**src/rtl/lcd_bus_tx.sv**
```systemverilog
// lcd_bus_tx: FIFO-buffered 8080-style parallel write engine.
// Queues {dcx, byte} requests, then drives dcx/D/wr with a
// SETUP -> STROBE (wr low) -> HOLD (wr high) cycle per byte.
module lcd_bus_tx #(
    parameter int DEPTH   = 4,  // FIFO entries, power of two, >= 2
    parameter int WR_LOW  = 2,  // cycles wr held low, >= 1
    parameter int WR_HIGH = 2   // cycles D/dcx held after wr rises, >= 1
) (
    input  logic       hwclk,
    input  logic       rst,
    input  logic       in_valid,
    input  logic       in_dcx,
    input  logic [7:0] in_data,
    output logic       in_ready,
    output logic       dcx,
    output logic       wr,
    output logic [7:0] D,
    output logic       idle
);

    localparam int AW   = $clog2(DEPTH);
    localparam int CNTW = $clog2(DEPTH + 1);
    localparam int TMAX = (WR_LOW > WR_HIGH) ? WR_LOW : WR_HIGH;
    localparam int TW   = $clog2(TMAX + 1);

    typedef enum logic [1:0] {IDLE, SETUP, STROBE, HOLD} state_t;

    logic [8:0]      mem [DEPTH];
    logic [AW-1:0]   wr_ptr, rd_ptr;
    logic [CNTW-1:0] count, count_n;
    logic            full, push, pop;
    logic [8:0]      head;

    state_t          state, state_n;
    logic [TW-1:0]   tmr, tmr_n;
    logic            wr_n, dcx_n, idle_n;
    logic [7:0]      d_n;

    // No bypass: a full FIFO refuses input even when popping this cycle.
    assign full     = (count == CNTW'(DEPTH));
    assign in_ready = !full && !rst;
    assign push     = in_valid && in_ready;
    assign head     = mem[rd_ptr];

    // FIFO storage; contents need no reset since pointers/count are flushed.
    always_ff @(posedge hwclk) begin
        if (push)
            mem[wr_ptr] <= {in_dcx, in_data};
    end

    // Next-state, pop decision and next values of the registered bus pins.
    always_comb begin
        state_n = state;
        tmr_n   = tmr;
        pop     = 1'b0;
        wr_n    = wr;
        dcx_n   = dcx;
        d_n     = D;
        case (state)
            IDLE: begin
                wr_n = 1'b1;
                if (count != '0) begin
                    pop          = 1'b1;
                    {dcx_n, d_n} = head;
                    state_n      = SETUP;
                end
            end
            SETUP: begin
                wr_n    = 1'b0;
                tmr_n   = TW'(WR_LOW - 1);
                state_n = STROBE;
            end
            STROBE: begin
                wr_n = 1'b0;
                if (tmr == '0) begin
                    wr_n    = 1'b1;
                    tmr_n   = TW'(WR_HIGH - 1);
                    state_n = HOLD;
                end else begin
                    tmr_n = tmr - 1'b1;
                end
            end
            HOLD: begin
                wr_n = 1'b1;
                if (tmr == '0) begin
                    if (count != '0) begin
                        pop          = 1'b1;
                        {dcx_n, d_n} = head;
                        state_n      = SETUP;
                    end else begin
                        state_n = IDLE;
                    end
                end else begin
                    tmr_n = tmr - 1'b1;
                end
            end
            default: begin
                wr_n    = 1'b1;
                state_n = IDLE;
            end
        endcase
        count_n = count + CNTW'(push) - CNTW'(pop);
        idle_n  = (state_n == IDLE) && (count_n == '0);
    end

    // State, timer, FIFO bookkeeping and registered outputs; rst aborts any byte.
    always_ff @(posedge hwclk) begin
        if (rst) begin
            state  <= IDLE;
            tmr    <= '0;
            wr     <= 1'b1;
            dcx    <= 1'b0;
            D      <= 8'h00;
            idle   <= 1'b1;
            wr_ptr <= '0;
            rd_ptr <= '0;
            count  <= '0;
        end else begin
            state <= state_n;
            tmr   <= tmr_n;
            wr    <= wr_n;
            dcx   <= dcx_n;
            D     <= d_n;
            idle  <= idle_n;
            count <= count_n;
            if (push)
                wr_ptr <= wr_ptr + 1'b1;
            if (pop)
                rd_ptr <= rd_ptr + 1'b1;
        end
    end

endmodule

```
**config.mk**
```make
export PLATFORM = sky130hd
export DESIGN_NAME = lcd_bus_tx
export DESIGN_NICKNAME = d
export VERILOG_FILES = /design/src/rtl/lcd_bus_tx.sv
export SDC_FILE = /design/constraint.sdc
export NUM_CORES = 1
export LEC_CHECK = 0
export BUFFER_PORTS_ARGS = -buffer_cell sky130_fd_sc_hd__buf_2
export CORE_AREA = 2 2 103 105
export CTS_CLUSTER_SIZE = 28
export DETAILED_ROUTE_END_ITERATION = 10
export DIE_AREA = 0 0 105 107
export HOLD_SLACK_MARGIN = 0.1
export SLEW_MARGIN = 20
export SYNTH_ARGS = -nofsm -noshare
export SYNTH_HDL_FRONTEND = slang
export SYNTH_SLANG_ARGS = --single-unit
```
**constraint.sdc**
```tcl
create_clock -name hwclk -period 7.6 [get_ports hwclk]
set_input_delay 0 -clock hwclk [delete_from_list [all_inputs] [get_ports hwclk]]
set_output_delay 0 -clock hwclk [all_outputs]
set_load 0.02 [all_outputs]
```
==> results of run 1 <==
==> cells by family (layout without fill, tap and decap cells) <==
kind of cell	Yosys count	after routing	synth area share [%]
muxes	18	18	11.7
AOI/OAI and AO/OA	17	17	5.31
adders and majority gates	14	14	7.32
buffers and inverters	19	61	3.16
xor gates and xnor gates	5	5	1.75
and+or+nand+nor	40	40	8.17
DFF	60	60	62.6
==> sequential cells by signal, indices dropped and copies added, names as in the netlist, named ones only <==
register,flops
state,2
rd_ptr,2
dcx,1
D,8
mem,36
wr,1
tmr,2
idle,1
wr_ptr,2
count,3
==> cell usage after synthesis (2+ instances only) <==
cell type,count
nor2_1,20
inv_1,11
mux2i_1,9
ha_1,13
nand2_1,6
dfxtp_1,24
o21ai_0,2
xnor2_1,4
mux4_2,9
buf_2,3
edfxtp_1,36
buf_1,3
nor2b_1,2
and2_1,4
a21oi_1,5
nor3_1,2
==> critical path: stages, from the launching register on <==
cell     delay, ns
dfxtp_1       0.40
inv_1         0.11
ha_1          0.40
nor3_2        0.26
ha_1          0.27
inv_1         0.06
ha_1          0.13
inv_1         0.04
fa_1          0.37
xor2_1        0.16
xnor2_1       0.15
a41o_1        0.24
==> layout make-up <==
class | instances | area (µm²)
clock buffer | 11 | 141
clock inverter | 5 | 38.8
fill | 1053 | 7060
inverter | 11 | 41.3
multi-input combinational | 94 | 856
sequential | 60 | 1560
tap | 136 | 170
timing repair buffer | 34 | 223
==> final timing paths <==
kind | from | endpoint | cells past startpoint
max reg2reg | state[0]$_SDFF_PP0_ | idle$_SDFF_PP1_ | 11
min reg2reg | D[2]$_SDFFE_PP0P_ | D[2]$_SDFFE_PP0P_ | 2
max | state[0]$_SDFF_PP0_ | idle$_SDFF_PP1_ | 11
min | rst | count[1]$_SDFF_PP0_ | 2
==> cells in the final DEF (no fill, tap or decap), types with 2 or more instances in the layout <==
cell           synthesis  layout
edfxtp_1              36      36
dfxtp_1               24      24
buf_2                  3      23
nor2_1                20      20
ha_1                  13      13
inv_1                 11      11
clkbuf_8               0      10
dlygate4sd3_1          0      10
mux4_2                 9       9
mux2i_1                9       9
nand2_1                6       6
a21oi_1                5       5
and2_1                 4       4
xnor2_1                4       4
clkinv_4               0       3
nor2b_1                2       2
o21ai_0                2       2
nor3_1                 2       2
==> per-stage QoR <==
step	util [%]	area, µm²	hold slack, ns	worst slack (ns)
after floorplan	-	2500	0.0989	5.07
after global placement	27.3	2750	0.216	4.99
after detailed placement	27.3	2750	0.223	4.91
after CTS	30.0	3030	0.103	4.90
after global routing	30.0	3030	0.135	4.70
final	30.0	3030	0.109	4.90
==> power breakdown <==
| part | switching, µW | internal, µW |
|---|---|---|
| combinational | 201 | 175 |
| sequential | 51.7 | 403 |
| clock | 124 | 128 |
| total | 378 | 707 |
==> metal layers <==
layer  share of wire [%]  routed length (µm)  GRT usage, %  vias up
met5                   0                   0             0        -
met4                 2.9                 124          6.29        0
met3                 2.6                 114          2.25       12
met2                  52                2230          14.2       26
met1                  43                1850          9.32      687
li1                    -                   -             -      695
==> results.md, run 1 <==
* Wire length of the first global-routing pass at 7.07 mm
* CTS tree: done
* Synth top area cells: edfxtp_1 (43%), dfxtp_1 (19%), mux4_2 (8.1%)
* Post-CTS Resized at 0
* Syn Nets at 199
* Clk_skew at 0.0107 ns
* VDD IR max at 0.0000856 V
* Die X at 105 µm
* Root Driver: clkbuf_8
* CTS Buf Count at 9
* Detail Placement HPWL at 2.96 mm
* Clock latency at the later pin of the worst-skew pair at 0.34 ns
* Setup TNS at 0 ns
* Post-synth EDFFs at 36
* Initial DRC count at 106
* Rel. slew slack at 58.2%
* Via count at 1420
* Nets@finish at 236
* Layout cells sized above 1 at 25.6%
* Initial Util at 24.7%
* FFs w/ async S/R, synth at 0%
* Area growth syn-to-layout at 21.5%
* Synth unique cells at 36
* Die H at 107 µm
* Startpoint types: register
* Max Freq at 370 MHz
* CP Data Required Time at 7.83 ns
* DRC viols at 0
* Max-capacitance violation count at 0
* Sequential area share after synthesis at 62.6%
* Worst Path Max Fanout at 6
* Top-area cell type share of the netlist area at 43.3%
* Largest net degree at the start of global routing at 26
* Antenna violations before repair at 0
* Mapped Avg Cell Area at 14.4 µm²
* Final Hold Vio Count at 0
* Crit share post-route at 35.5%
* Input/output buffers at 23
* First-pass iteration count of the detailed router at 4
* # rows at 37
* Final antenna-violating net count at 0
* Final setup viols at 0
* Non-filler instance count after layout at 351
* Worst Tran Pin Value at 0.626 ns
* Min-Delay Path Class: primary input to register
* CORE AREA at 10100 µm²
* Gp weighted congestion at 0.788
* Placed cells at 325
* Io pins at 24
* Crit Path Class: register to register
* Die area at 11200 µm²
* Pins Over Slew Limit at 0
* Crit path capture type: register
* Ys flop type: edfxtp_1
* Post-CTS Setup Bufs at 0
* Syn Inst Count at 173
* Synth area leader: edfxtp_1
* Clock buffer depth at 2
* CTS Hold Bufs at 10
* # diodes at 0
* RSZ-0062 raised after global routing: false
* Wire per inst at 12.3 µm
* Status: finished, final reports clean
* Gr ovfl total at 0
* Reg2reg setup slack at 4.90 ns
* Power, Total at 1080 µW
* Synthesized area at 2500 µm²
* Final worst path period need at 2.70 ns
* Power Density at 358 nW/µm²
* Number of synthesis warnings at 0
* Clock slew at the register clock pins of the worst setup and hold paths at 0.06 ns
* Vias per std cell at 4.05
* Number of global-route vias before repair at 1474
* Post-synthesis register bit count at 60
* DRT Wirelength at 4.32 mm
* Lkg Pwr at 0.00110 µW
* GRT Util Overall at 8.52%
* Critical path data arrival time at 2.93 ns
* Clock Sinks at 60
* H-tree depth reported by CTS at 3
(Power assumes the default switching activity.)
==> run 2: changes to the inputs <==
==> constraint.sdc (replaced) <==
create_clock -name hwclk -period 2.3 [get_ports hwclk]
set_input_delay 0 -clock hwclk [delete_from_list [all_inputs] [get_ports hwclk]]
set_output_delay 0 -clock hwclk [all_outputs]
set_load 0.02 [all_outputs]
==> run 2 against run 1 <==
Effect of this change: setup slack worse by 4.9 ns; combinational power rose to 4.0 times the previous value; via count up 0.42%; die area unchanged; critical path depth grew 1; flip-flop and latch count unchanged; core utilization rose by 1.7 points.
==> results.md, run 2 (synthesis results as in run 1) <==
* Wire length of the first global-routing pass at 7.02 mm (was 7.07 mm)
* Clock slew at the register clock pins of the worst setup and hold paths at 0.07 ns (was 0.06 ns)
* Gr ovfl total at 0 (unchanged)
* Input/output buffers at 23 (unchanged)
* Crit share post-route at 98.5% (was 35.5%)
* Antenna violations before repair at 0 (unchanged)
* CP Data Required Time at 2.53 ns (was 7.83 ns)
* CORE AREA at 10100 µm² (unchanged)
* Most frequent cells in the layout: edfxtp_1 (36), buf_2 (23), nor2_1 (20) (was edfxtp_1 (36), dfxtp_1 (24), buf_2 (23))
* H-tree depth reported by CTS at 3 (unchanged)
* Largest net degree at the start of global routing at 25 (was 26)
* Worst Path Max Fanout at 2 (was 6)
* Gp weighted congestion at 0.703 (was 0.788)
* Worst r2r path cells at 12 (was 11)
* Root Driver: clkbuf_8 (unchanged)
* Clk_skew at 0.00910 ns (was 0.0107 ns)
* CTS Buf Count at 9 (unchanged)
* Min-Delay Path Class: primary input to register (unchanged)
* Hold Slack at 0.145 ns (was 0.109 ns)
* Io pins at 24 (unchanged)
* First-pass iteration count of the detailed router at 4 (unchanged)
* Power, Total at 3920 µW (was 1080 µW)
* Clock Sinks at 60 (unchanged)
* # diodes at 0 (unchanged)
* Layout cells sized above 1 at 35.0% (was 25.6%)
* Pins Over Slew Limit at 0 (unchanged)
* Clock latency at the later pin of the worst-skew pair at 0.33 ns (was 0.34 ns)
* Worst Hold Endpoint: wr_ptr[1]$_SDFFE_PP0P_ (was count[1]$_SDFF_PP0_)
* Status: finished, final reports clean (unchanged)
* Top reg by flops: mem (unchanged)
* DRT Wirelength at 4.39 mm (was 4.32 mm)
* Area growth syn-to-layout at 28.2% (was 21.5%)
* Clock buffer depth at 2 (unchanged)
* Rel. slew slack at 66.8% (was 58.2%)
* Crit path capture type: register (unchanged)
* HP Start: rst (unchanged)
* Core Util, Final at 31.7% (was 30.0%)
* RSZ-0062 raised after global routing: true (was false)
* Startpoint types: register (unchanged)
* Number of flip-flops in the largest register at 36 (unchanged)
* Initial Util at 24.7% (unchanged)
* Via count at 1426 (was 1420)
* # rows at 37 (unchanged)
* WHS Path Cells at 5 (was 2)
* Wire per inst at 12.1 µm (was 12.3 µm)
* Initial DRC count at 66 (was 106)
* Crit Path Class: register to register (unchanged)
* Detail Placement HPWL at 2.97 mm (was 2.96 mm)
* Die H at 107 µm (unchanged)
* Dpl cell area at 2880 µm² (was 2750 µm²)
* GRT Util Overall at 8.46% (was 8.52%)
* FF-to-FF End: idle$_SDFF_PP1_ (unchanged)
* Reg2reg setup slack at 0.04 ns (was 4.90 ns)
* Critical path data arrival time at 2.50 ns (was 2.93 ns)
* Final setup viols at 0 (unchanged)
* Die X at 105 µm (unchanged)
* Worst r2r src: tmr[1]$_SDFFE_PP0P_ (was state[0]$_SDFF_PP0_)
* Lkg Pwr at 0.00118 µW (was 0.00110 µW)
* Final worst path period need at 2.26 ns (was 2.70 ns)
* Max Freq at 442 MHz (was 370 MHz)
* Power Density at 1220 nW/µm² (was 358 nW/µm²)
* Design area at 3200 µm² (was 3030 µm²)
* DRC viols at 0 (unchanged)
* Nets@finish at 247 (was 236)
* Number of global-route vias before repair at 1453 (was 1474)
* Worst Tran Pin Value at 0.498 ns (was 0.626 ns)
* Largest registers: mem x36, D x8, count x3 (unchanged)
* Commonest non-fill, non-tap cell in the layout: edfxtp_1 (unchanged)
* Vias per std cell at 3.94 (was 4.05)
* Die area at 11200 µm² (unchanged)
* Max-capacitance violation count at 0 (unchanged)
* Final Hold Vio Count at 0 (unchanged)
* VDD IR max at 0.000357 V (was 0.0000856 V)
* Final antenna-violating net count at 0 (unchanged)
* CTS tree: done (unchanged)
==> run 2: cell count changes in the layout (fill, tap and decap cells not counted), sizes merged <==
cell	before	now
buf	24	36
clkbuf	11	12
bufinv	0	1
clkinvlp	1	0
dlygate4sd3	10	9
clkinv	4	3
==> run 2: timing repair <==
action	in CTS	in global routing
setup endpoints to repair	0	2
buffers inserted	0	1
hold endpoints to repair	36	0
hold buffers	9	0
gates resized for setup	0	6
==> run 2: area by class of cell <==
type,instances,area (µm²)
fill,1031,6890
sequential,60,1580
multi-input combinational,94,913
timing repair buffer,45,303
tap,136,170
clock buffer,12,145
clock inverter,4,48.8
inverter,11,43.8
==> run 2: stage by stage <==
| step | setup TNS [ns] | cells | setup slack (ns) |
|---|---|---|---|
| 6_report | 0 | 362 | 0.0353 |
| 5_1_grt | -0.0881 | 362 | -0.0827 |
| 4_1_cts | 0 | 361 | 0.00895 |
| 3_5_place_dp | 0 | 336 | 0.0189 |
| 3_3_place_gp | 0 | 336 | 0.0405 |
| 2_1_floorplan | 0 | 173 | 0.000672 |
==> run 2: metal layers <==
layer	global-route usage (%)	part of all wire (%)	up-vias
li1	-	-	717
met5	0	0	-
met1	9.30	44	678
met3	2.19	3.4	10
met4	6.57	2.8	0
met2	14.0	50	21
==> run 2: critical path: stages, from the launching register on <==
cell     delay [ns]
dfxtp_1        0.33
inv_1          0.08
ha_4           0.18
a21oi_4        0.15
nor3_4         0.06
ha_1           0.28
inv_1          0.05
ha_1           0.13
inv_1          0.05
fa_2           0.32
xor2_1         0.15
xnor2_1        0.15
a41o_1         0.23
==> run 2: how the worst max path moves through the flow <==
| stage | start | end | slack (ns) | cells past startpoint |
|---|---|---|---|---|
| after global routing | tmr[1]$_SDFFE_PP0P_ | idle$_SDFF_PP1_ | -0.08 | 12 |
| after floorplan | count[0]$_SDFF_PP0_ | idle$_SDFF_PP1_ | 0.0007 | 11 |
| after CTS | state[0]$_SDFF_PP0_ | idle$_SDFF_PP1_ | 0.009 | 11 |
| after global placement | state[0]$_SDFF_PP0_ | idle$_SDFF_PP1_ | 0.04 | 11 |
| final | tmr[1]$_SDFFE_PP0P_ | idle$_SDFF_PP1_ | 0.04 | 12 |
| after detailed placement | state[0]$_SDFF_PP0_ | idle$_SDFF_PP1_ | 0.02 | 11 |
==> run 2: power by group <==
group          internal [µW]  leakage, µW  switching (µW)
registers               1350     0.000527             146
logic                    749     0.000548             742
clock network            529     0.000100             404
